===== src/rtl/sd_pkg.sv =====
// Shared constants and state encoding for the SD sector loader.
package sd_pkg;

  localparam int unsigned WORDS_PER_SEC = 256;
  localparam int unsigned WCNT_W        = 9;
  localparam int unsigned DATA_W        = 16;
  localparam int unsigned SEC_W         = 32;
  localparam int unsigned SCNT_W        = 16;

  typedef enum logic [2:0] {
    ST_IDLE      = 3'd0,
    ST_WAIT_INIT = 3'd1,
    ST_REQ       = 3'd2,
    ST_WAIT_ACK  = 3'd3,
    ST_RECV      = 3'd4,
    ST_NEXT      = 3'd5,
    ST_FINISH    = 3'd6
  } state_e;

  // Counter runs 0..cyc-1, so clog2(cyc) bits suffice.
  function automatic int unsigned to_cnt_width(input int unsigned cyc);
    return (cyc < 2) ? 1 : $clog2(cyc);
  endfunction

endpackage


===== src/rtl/sd_loader_wr_pack.sv =====
// Registered write stage: word pointer, overflow suppression and data register.
module sd_loader_wr_pack
  import sd_pkg::*;
#(
  parameter int unsigned MEM_AW = 12
) (
  input  logic              clk,
  input  logic              rst_n,
  input  logic              i_clr,
  input  logic              i_val,
  input  logic [DATA_W-1:0] i_data,
  output logic              o_we,
  output logic [MEM_AW-1:0] o_addr,
  output logic [DATA_W-1:0] o_wdata,
  output logic              o_ovf
);

  logic [MEM_AW:0]     r_ptr;
  logic                r_we;
  logic [MEM_AW-1:0]   r_addr;
  logic [DATA_W-1:0]   r_wdata;
  logic                r_ovf;

  // Pointer stops at 2^MEM_AW; words arriving past it are dropped and flagged.
  always_ff @(posedge clk or negedge rst_n) begin
    if (!rst_n) begin
      r_ptr   <= '0;
      r_we    <= 1'b0;
      r_addr  <= '0;
      r_wdata <= '0;
      r_ovf   <= 1'b0;
    end else begin
      r_we  <= 1'b0;
      r_ovf <= 1'b0;
      if (i_clr) begin
        r_ptr <= '0;
      end else if (i_val) begin
        if (r_ptr[MEM_AW]) begin
          r_ovf <= 1'b1;
        end else begin
          r_we    <= 1'b1;
          r_addr  <= r_ptr[MEM_AW-1:0];
          r_wdata <= i_data;
          r_ptr   <= r_ptr + (MEM_AW+1)'(1);
        end
      end
    end
  end

  assign o_we    = r_we;
  assign o_addr  = r_addr;
  assign o_wdata = r_wdata;
  assign o_ovf   = r_ovf;

endmodule


===== src/rtl/sd_sector_loader.sv =====
// Sequences consecutive SD sector reads and streams the words into a linear memory.
module sd_sector_loader
  import sd_pkg::*;
#(
  parameter int unsigned MEM_AW        = 12,
  parameter int unsigned TIMEOUT_CYC   = 1000000,
  parameter int unsigned WORDS_PER_SEC = sd_pkg::WORDS_PER_SEC
) (
  input  logic              clk,
  input  logic              sys_rst,
  input  logic              sd_init_done,
  input  logic              load_start,
  input  logic [SEC_W-1:0]  load_base_sec,
  input  logic [SCNT_W-1:0] load_sec_cnt,
  output logic              rd_start_en,
  output logic [SEC_W-1:0]  rd_sec_addr,
  input  logic              rd_busy,
  input  logic              rd_val_en,
  input  logic [DATA_W-1:0] rd_val_data,
  output logic              mem_we,
  output logic [MEM_AW-1:0] mem_addr,
  output logic [DATA_W-1:0] mem_wdata,
  output logic              load_busy,
  output logic              load_done,
  output logic              load_err
);

  localparam int unsigned TO_W = to_cnt_width(TIMEOUT_CYC);
  localparam logic [WCNT_W-1:0] WPS     = WCNT_W'(WORDS_PER_SEC);
  localparam logic [TO_W-1:0]   TO_LAST = TO_W'(TIMEOUT_CYC - 1);

  state_e              r_state;
  logic [SEC_W-1:0]    r_base;
  logic [SCNT_W-1:0]   r_cnt;
  logic [SCNT_W-1:0]   r_sec_idx;
  logic [WCNT_W-1:0]   r_word_cnt;
  logic [TO_W-1:0]     r_to_cnt;
  logic                r_start;
  logic [SEC_W-1:0]    r_addr;
  logic                r_busy;
  logic                r_done;
  logic                r_err;

  logic                w_in_recv;
  logic                w_val_acc;
  logic                w_val_extra;
  logic [WCNT_W-1:0]   w_word_cnt_nxt;
  logic                w_to_hit;
  logic [SCNT_W-1:0]   w_sec_idx_nxt;
  logic                w_clr;
  logic                w_ovf;

  assign w_in_recv      = (r_state == ST_RECV);
  assign w_val_acc      = w_in_recv && rd_val_en && (r_word_cnt != WPS);
  assign w_val_extra    = w_in_recv && rd_val_en && (r_word_cnt == WPS);
  assign w_word_cnt_nxt = r_word_cnt + WCNT_W'(w_val_acc);
  assign w_to_hit       = (r_to_cnt == TO_LAST);
  assign w_sec_idx_nxt  = r_sec_idx + SCNT_W'(1);
  assign w_clr          = (r_state == ST_IDLE) && load_start;

  sd_loader_wr_pack #(
    .MEM_AW (MEM_AW)
  ) u_wr_pack (
    .clk     (clk),
    .rst_n   (sys_rst),
    .i_clr   (w_clr),
    .i_val   (w_val_acc),
    .i_data  (rd_val_data),
    .o_we    (mem_we),
    .o_addr  (mem_addr),
    .o_wdata (mem_wdata),
    .o_ovf   (w_ovf)
  );

  // Sequencing FSM; load_busy tracks "state != IDLE" by being set/cleared on the same edges.
  always_ff @(posedge clk or negedge sys_rst) begin
    if (!sys_rst) begin
      r_state    <= ST_IDLE;
      r_base     <= '0;
      r_cnt      <= '0;
      r_sec_idx  <= '0;
      r_word_cnt <= '0;
      r_to_cnt   <= '0;
      r_start    <= 1'b0;
      r_addr     <= '0;
      r_busy     <= 1'b0;
      r_done     <= 1'b0;
      r_err      <= 1'b0;
    end else begin
      r_start <= 1'b0;
      r_done  <= 1'b0;
      if (w_ovf || w_val_extra) begin
        r_err <= 1'b1;
      end
      case (r_state)
        ST_IDLE: begin
          if (load_start) begin
            r_base    <= load_base_sec;
            r_cnt     <= load_sec_cnt;
            r_sec_idx <= '0;
            r_err     <= 1'b0;
            r_busy    <= 1'b1;
            r_state   <= (load_sec_cnt == '0) ? ST_FINISH : ST_WAIT_INIT;
          end
        end
        ST_WAIT_INIT: begin
          if (sd_init_done) begin
            r_state <= ST_REQ;
          end
        end
        ST_REQ: begin
          // A busy controller here is a leftover read from before reset.
          if (!rd_busy) begin
            r_start  <= 1'b1;
            r_addr   <= r_base + SEC_W'(r_sec_idx);
            r_to_cnt <= '0;
            r_state  <= ST_WAIT_ACK;
          end
        end
        ST_WAIT_ACK: begin
          if (rd_busy) begin
            r_word_cnt <= '0;
            r_to_cnt   <= '0;
            r_state    <= ST_RECV;
          end else if (w_to_hit) begin
            r_err   <= 1'b1;
            r_state <= ST_FINISH;
          end else begin
            r_to_cnt <= r_to_cnt + TO_W'(1);
          end
        end
        ST_RECV: begin
          r_word_cnt <= w_word_cnt_nxt;
          if (!rd_busy) begin
            if (w_word_cnt_nxt != WPS) begin
              r_err   <= 1'b1;
              r_state <= ST_FINISH;
            end else begin
              r_state <= ST_NEXT;
            end
          end else if (w_to_hit) begin
            r_err   <= 1'b1;
            r_state <= ST_FINISH;
          end else begin
            r_to_cnt <= r_to_cnt + TO_W'(1);
          end
        end
        ST_NEXT: begin
          r_sec_idx <= w_sec_idx_nxt;
          r_state   <= (w_sec_idx_nxt == r_cnt) ? ST_FINISH : ST_REQ;
        end
        ST_FINISH: begin
          r_done  <= 1'b1;
          r_busy  <= 1'b0;
          r_state <= ST_IDLE;
        end
        default: begin
          r_busy  <= 1'b0;
          r_state <= ST_IDLE;
        end
      endcase
    end
  end

  assign rd_start_en = r_start;
  assign rd_sec_addr = r_addr;
  assign load_busy   = r_busy;
  assign load_done   = r_done;
  assign load_err    = r_err;

endmodule


===== config.mk =====
export PLATFORM = sky130hd
export DESIGN_NAME = sd_sector_loader
export DESIGN_NICKNAME = d
export VERILOG_FILES = /design/src/rtl/sd_pkg.sv /design/src/rtl/sd_loader_wr_pack.sv /design/src/rtl/sd_sector_loader.sv
export SDC_FILE = /design/constraint.sdc
export NUM_CORES = 1
export LEC_CHECK = 0
export BUFFER_PORTS_ARGS = -buffer_cell sky130_fd_sc_hd__buf_2
export CAP_MARGIN = 15
export CORE_ASPECT_RATIO = 0.5
export CORE_MARGIN = 10
export CORE_UTILIZATION = 41
export DETAILED_ROUTE_END_ITERATION = 8
export PLACE_DENSITY_LB_ADDON = 0.08
export SLEW_MARGIN = 20
export SYNTH_ARGS = -nofsm -noshare
export SYNTH_HDL_FRONTEND = slang
export SYNTH_SLANG_ARGS = --single-unit

===== constraint.sdc =====
create_clock -name clk -period 3.9 [get_ports clk]
set_clock_uncertainty 0.05 [all_clocks]
set_input_delay 0.195 -clock clk [delete_from_list [all_inputs] [get_ports clk]]
set_output_delay 0.195 -clock clk [all_outputs]
set_load 0.02 [all_outputs]

==> flow_metrics.py <==
metrics = {
    "power_and_ir_drop": {
        "ir_drop_uv": 269,
        "power_density_nw_per_um2": 591,
        "leakagePower_nw": 5.59,
    },
    "logic_synthesis": {
        "synth-main-ff-cell": "dfrtp_1",
        "synth-edff-count": 0,
        "ys_top_cells_by_count": "330 x nand2_1, 175 x dfrtp_1, 92 x o21ai_0, 65 x nor2_1, 45 x xnor2_1",
        "post-synth-top-area-cell": "dfrtp_1",
        "syn-cell-area_um2": 9170,
        "synth_seq_cells": 175,
        "synth_top_area_share": 0.478,
        "synth.most_common_cell": "nand2_1",
        "ys_async_sr_fraction": 1.00,
        "synth.distinct_cells": 62,
        "synth-seq-area-share": 0.478,
        "yosys_warnings": 0,
        "netlist_instances": 1066,
        "synth_area_per_cell_um2": 8.60,
        "synth_nets": 1158,
        "yosys-top-cells-area": "dfrtp_1 48%, nand2_1 14%, o21ai_0 5.0%",
    },
    "global_route": {
        "overflow": 0,
        "grt_pass1_vias": 7817,
        "grt_pass1_wl_um": 40800,
        "track_usage": 0.171,
        "antenna_found_initial": 0,
        "grt_max_degree": 80,
    },
    "drt": {
        "num_vias": 7894,
        "dr.pass1.iters": 7,
        "vias_per_cell": 5.07,
        "drc": 0,
        "drt_iter0_drc": 513,
        "wl_per_cell_um": 15.7,
        "ant_nets": 0,
        "wirelength_um": 24500,
    },
    "clocking": {
        "clk_pin_slew_ns": 0.06,
        "clock_path_buffers": 2,
        "root_buffer": "clkbuf_16",
        "clkLatencyLatePin_ns": 0.44,
        "cts_tree": "done",
        "h-tree-depth": 4,
        "postCtsResizedCells": 0,
        "cts_made_buffers": 17,
        "numClockSinks": 175,
        "cts_setup_buffers": 0,
    },
    "critical_path": {
        "reg2reg_to": "load_err",
        "critPathKind": "reg2reg",
        "r2r_slack_ns": 0.43,
        "cp_max_fo": 14,
        "crit_path_end_kind": "flop",
        "worstReg2RegStart": "r_state[0]",
        "required_ns": 4.14,
        "reg2regPathDepth": 12,
        "critPathArrivalTime_ns": 3.71,
        "start_kind": "flop",
    },
    "sta": {
        "max-slew-margin-rel": 0.297,
        "rsz0062_at_grt": "false",
        "fin_crit_sh": 0.890,
        "fin_hold_ws_ns": 0.0829,
        "worst_pin_slew_ns": 1.05,
        "tns_ns": 0,
        "finalHoldViolations": 0,
        "setup_viol": 0,
        "slew_viol_final": 0,
        "fmax_ghz": 0.288,
        "min_period_ns": 3.47,
    },
    "final_layout": {
        "final_util": 0.520,
        "drive_above_1_share": 0.150,
        "layout.nets": 1336,
        "antenna_cells": 0,
        "fillCellCount": 2107,
        "syn_to_final_growth_pct": 23.8,
    },
    "floorplanning": {
        "dieArea_um2": 29100,
        "fp.dieW_um": 232,
        "fp-row-count": 38,
        "initial_core_util": 0.420,
        "io_pins": 135,
        "die_y_um": 126,
        "core_um2": 21800,
    },
    "placement": {
        "io_buffers": 134,
        "gp_congestion": 0.828,
        "dp_hpwl_um": 17100,
    },
    "hold_path": {
        "hold_start": "sd_init_done",
        "hold_depth": 4,
        "holdPathEnd": "r_state[0]",
        "min_path_type": "in2reg",
    },
    "run_status": {
        "status": "finished clean",
    },
    "job": {
        "cap_violations": 0,
    },
}
==> worst max-delay path by stage <==
stage,cells after the start,startpoint,endpoint
after floorplan,14,r_word_cnt[4],load_err
after global placement,12,r_state[0],load_err
after detailed placement,12,r_state[0],load_err
after CTS,12,r_state[0],load_err
after global routing,12,r_state[0],load_err
final,12,r_state[0],load_err
==> cells in the final DEF, fill, tap and decap left out, types with 12 or more instances in the layout <==
cell           count
xnor2_1           45
o21ai_0           92
dlygate4sd3_1     65
a31oi_1           15
xor2_1            22
inv_1             12
nor3_1            13
and3_1            19
nand3_1           28
and2_1            13
clkbuf_16         17
a21oi_1           33
nor2_1            65
buf_2            133
dfrtp_1          175
ha_1              21
nand2_1          330
nand4_1           17
==> cell families after synthesis <==
family | count (synthesis) | share of synthesized area
muxes | 10 | 0.0111
xor gates and xnor gates | 67 | 0.0640
and+or+nand+nor | 538 | 0.263
DFF | 175 | 0.478
adders and majority gates | 22 | 0.0308
AOI/OAI and AO/OA | 190 | 0.123
buffers and inverters | 64 | 0.0311
==> layout make-up <==
type / instances / area (um2) / share of cell area
inverters: 13 / 48.8 / 0.00430
well taps: 300 / 375 / 0.0331
flip-flops and latches: 175 / 4380 / 0.386
multi-input cells: 827 / 4520 / 0.398
repair buffers: 210 / 1410 / 0.124
clock buffers: 24 / 492 / 0.0433
clock inverters: 8 / 126 / 0.0111
==> per-stage QoR <==
step           instance area, um2  total power, mW  setup WS, ns  instances
5_1_grt                     11300             7.21        0.0826       1557
6_report                    11300             6.71         0.427       1557
2_1_floorplan                9170             4.16          1.03       1066
3_3_place_gp                10100             4.88         0.604       1460
3_5_place_dp                10100             4.93         0.464       1460
4_1_cts                     11300             6.81         0.435       1557
==> flip-flops by register name, summed over array words and instances (netlist names) <==
register,cells
u_wr_pack.r_ptr,13
u_wr_pack.o_wdata,16
r_to_cnt,20
u_wr_pack.o_ovf,1
r_state,3
u_wr_pack.o_we,1
r_word_cnt,9
rd_sec_addr,32
rd_start_en,1
r_cnt,16
r_sec_idx,16
u_wr_pack.o_addr,12
load_done,1
load_err,1
load_busy,1
r_base,32
==> worst max-delay path: stages, from the launching register on <==
cell	delay, ns
dfrtp_1	0.54
inv_1	0.26
and2_1	0.42
and3_1	0.29
ha_1	0.22
ha_1	0.24
and3_1	0.21
and3_1	0.28
xor2_1	0.18
nand3_1	0.09
a211oi_1	0.28
or2_1	0.16
a31oi_1	0.08
==> report_power, final <==
part	total [mW]	internal (mW)	switching, mW
clock network	1.80	1.08	0.720
registers	2.73	2.31	0.418
logic	2.18	0.813	1.37
==> per-layer routing <==
layer,vias to the layer above,GRT usage,wire length (um)
li1,3990,-,-
met1,3770,0.222,11600
met2,104,0.276,11500
met3,30,0.0403,893
met4,0,0.0531,401
met5,-,0,0
==> what timing repair did <==
action | in CTS | in global routing
hold buffers | 65 | 0
hold endpoints to repair | 139 | 0
setup endpoints to repair | 0 | 0
(Power assumes the default switching activity.)
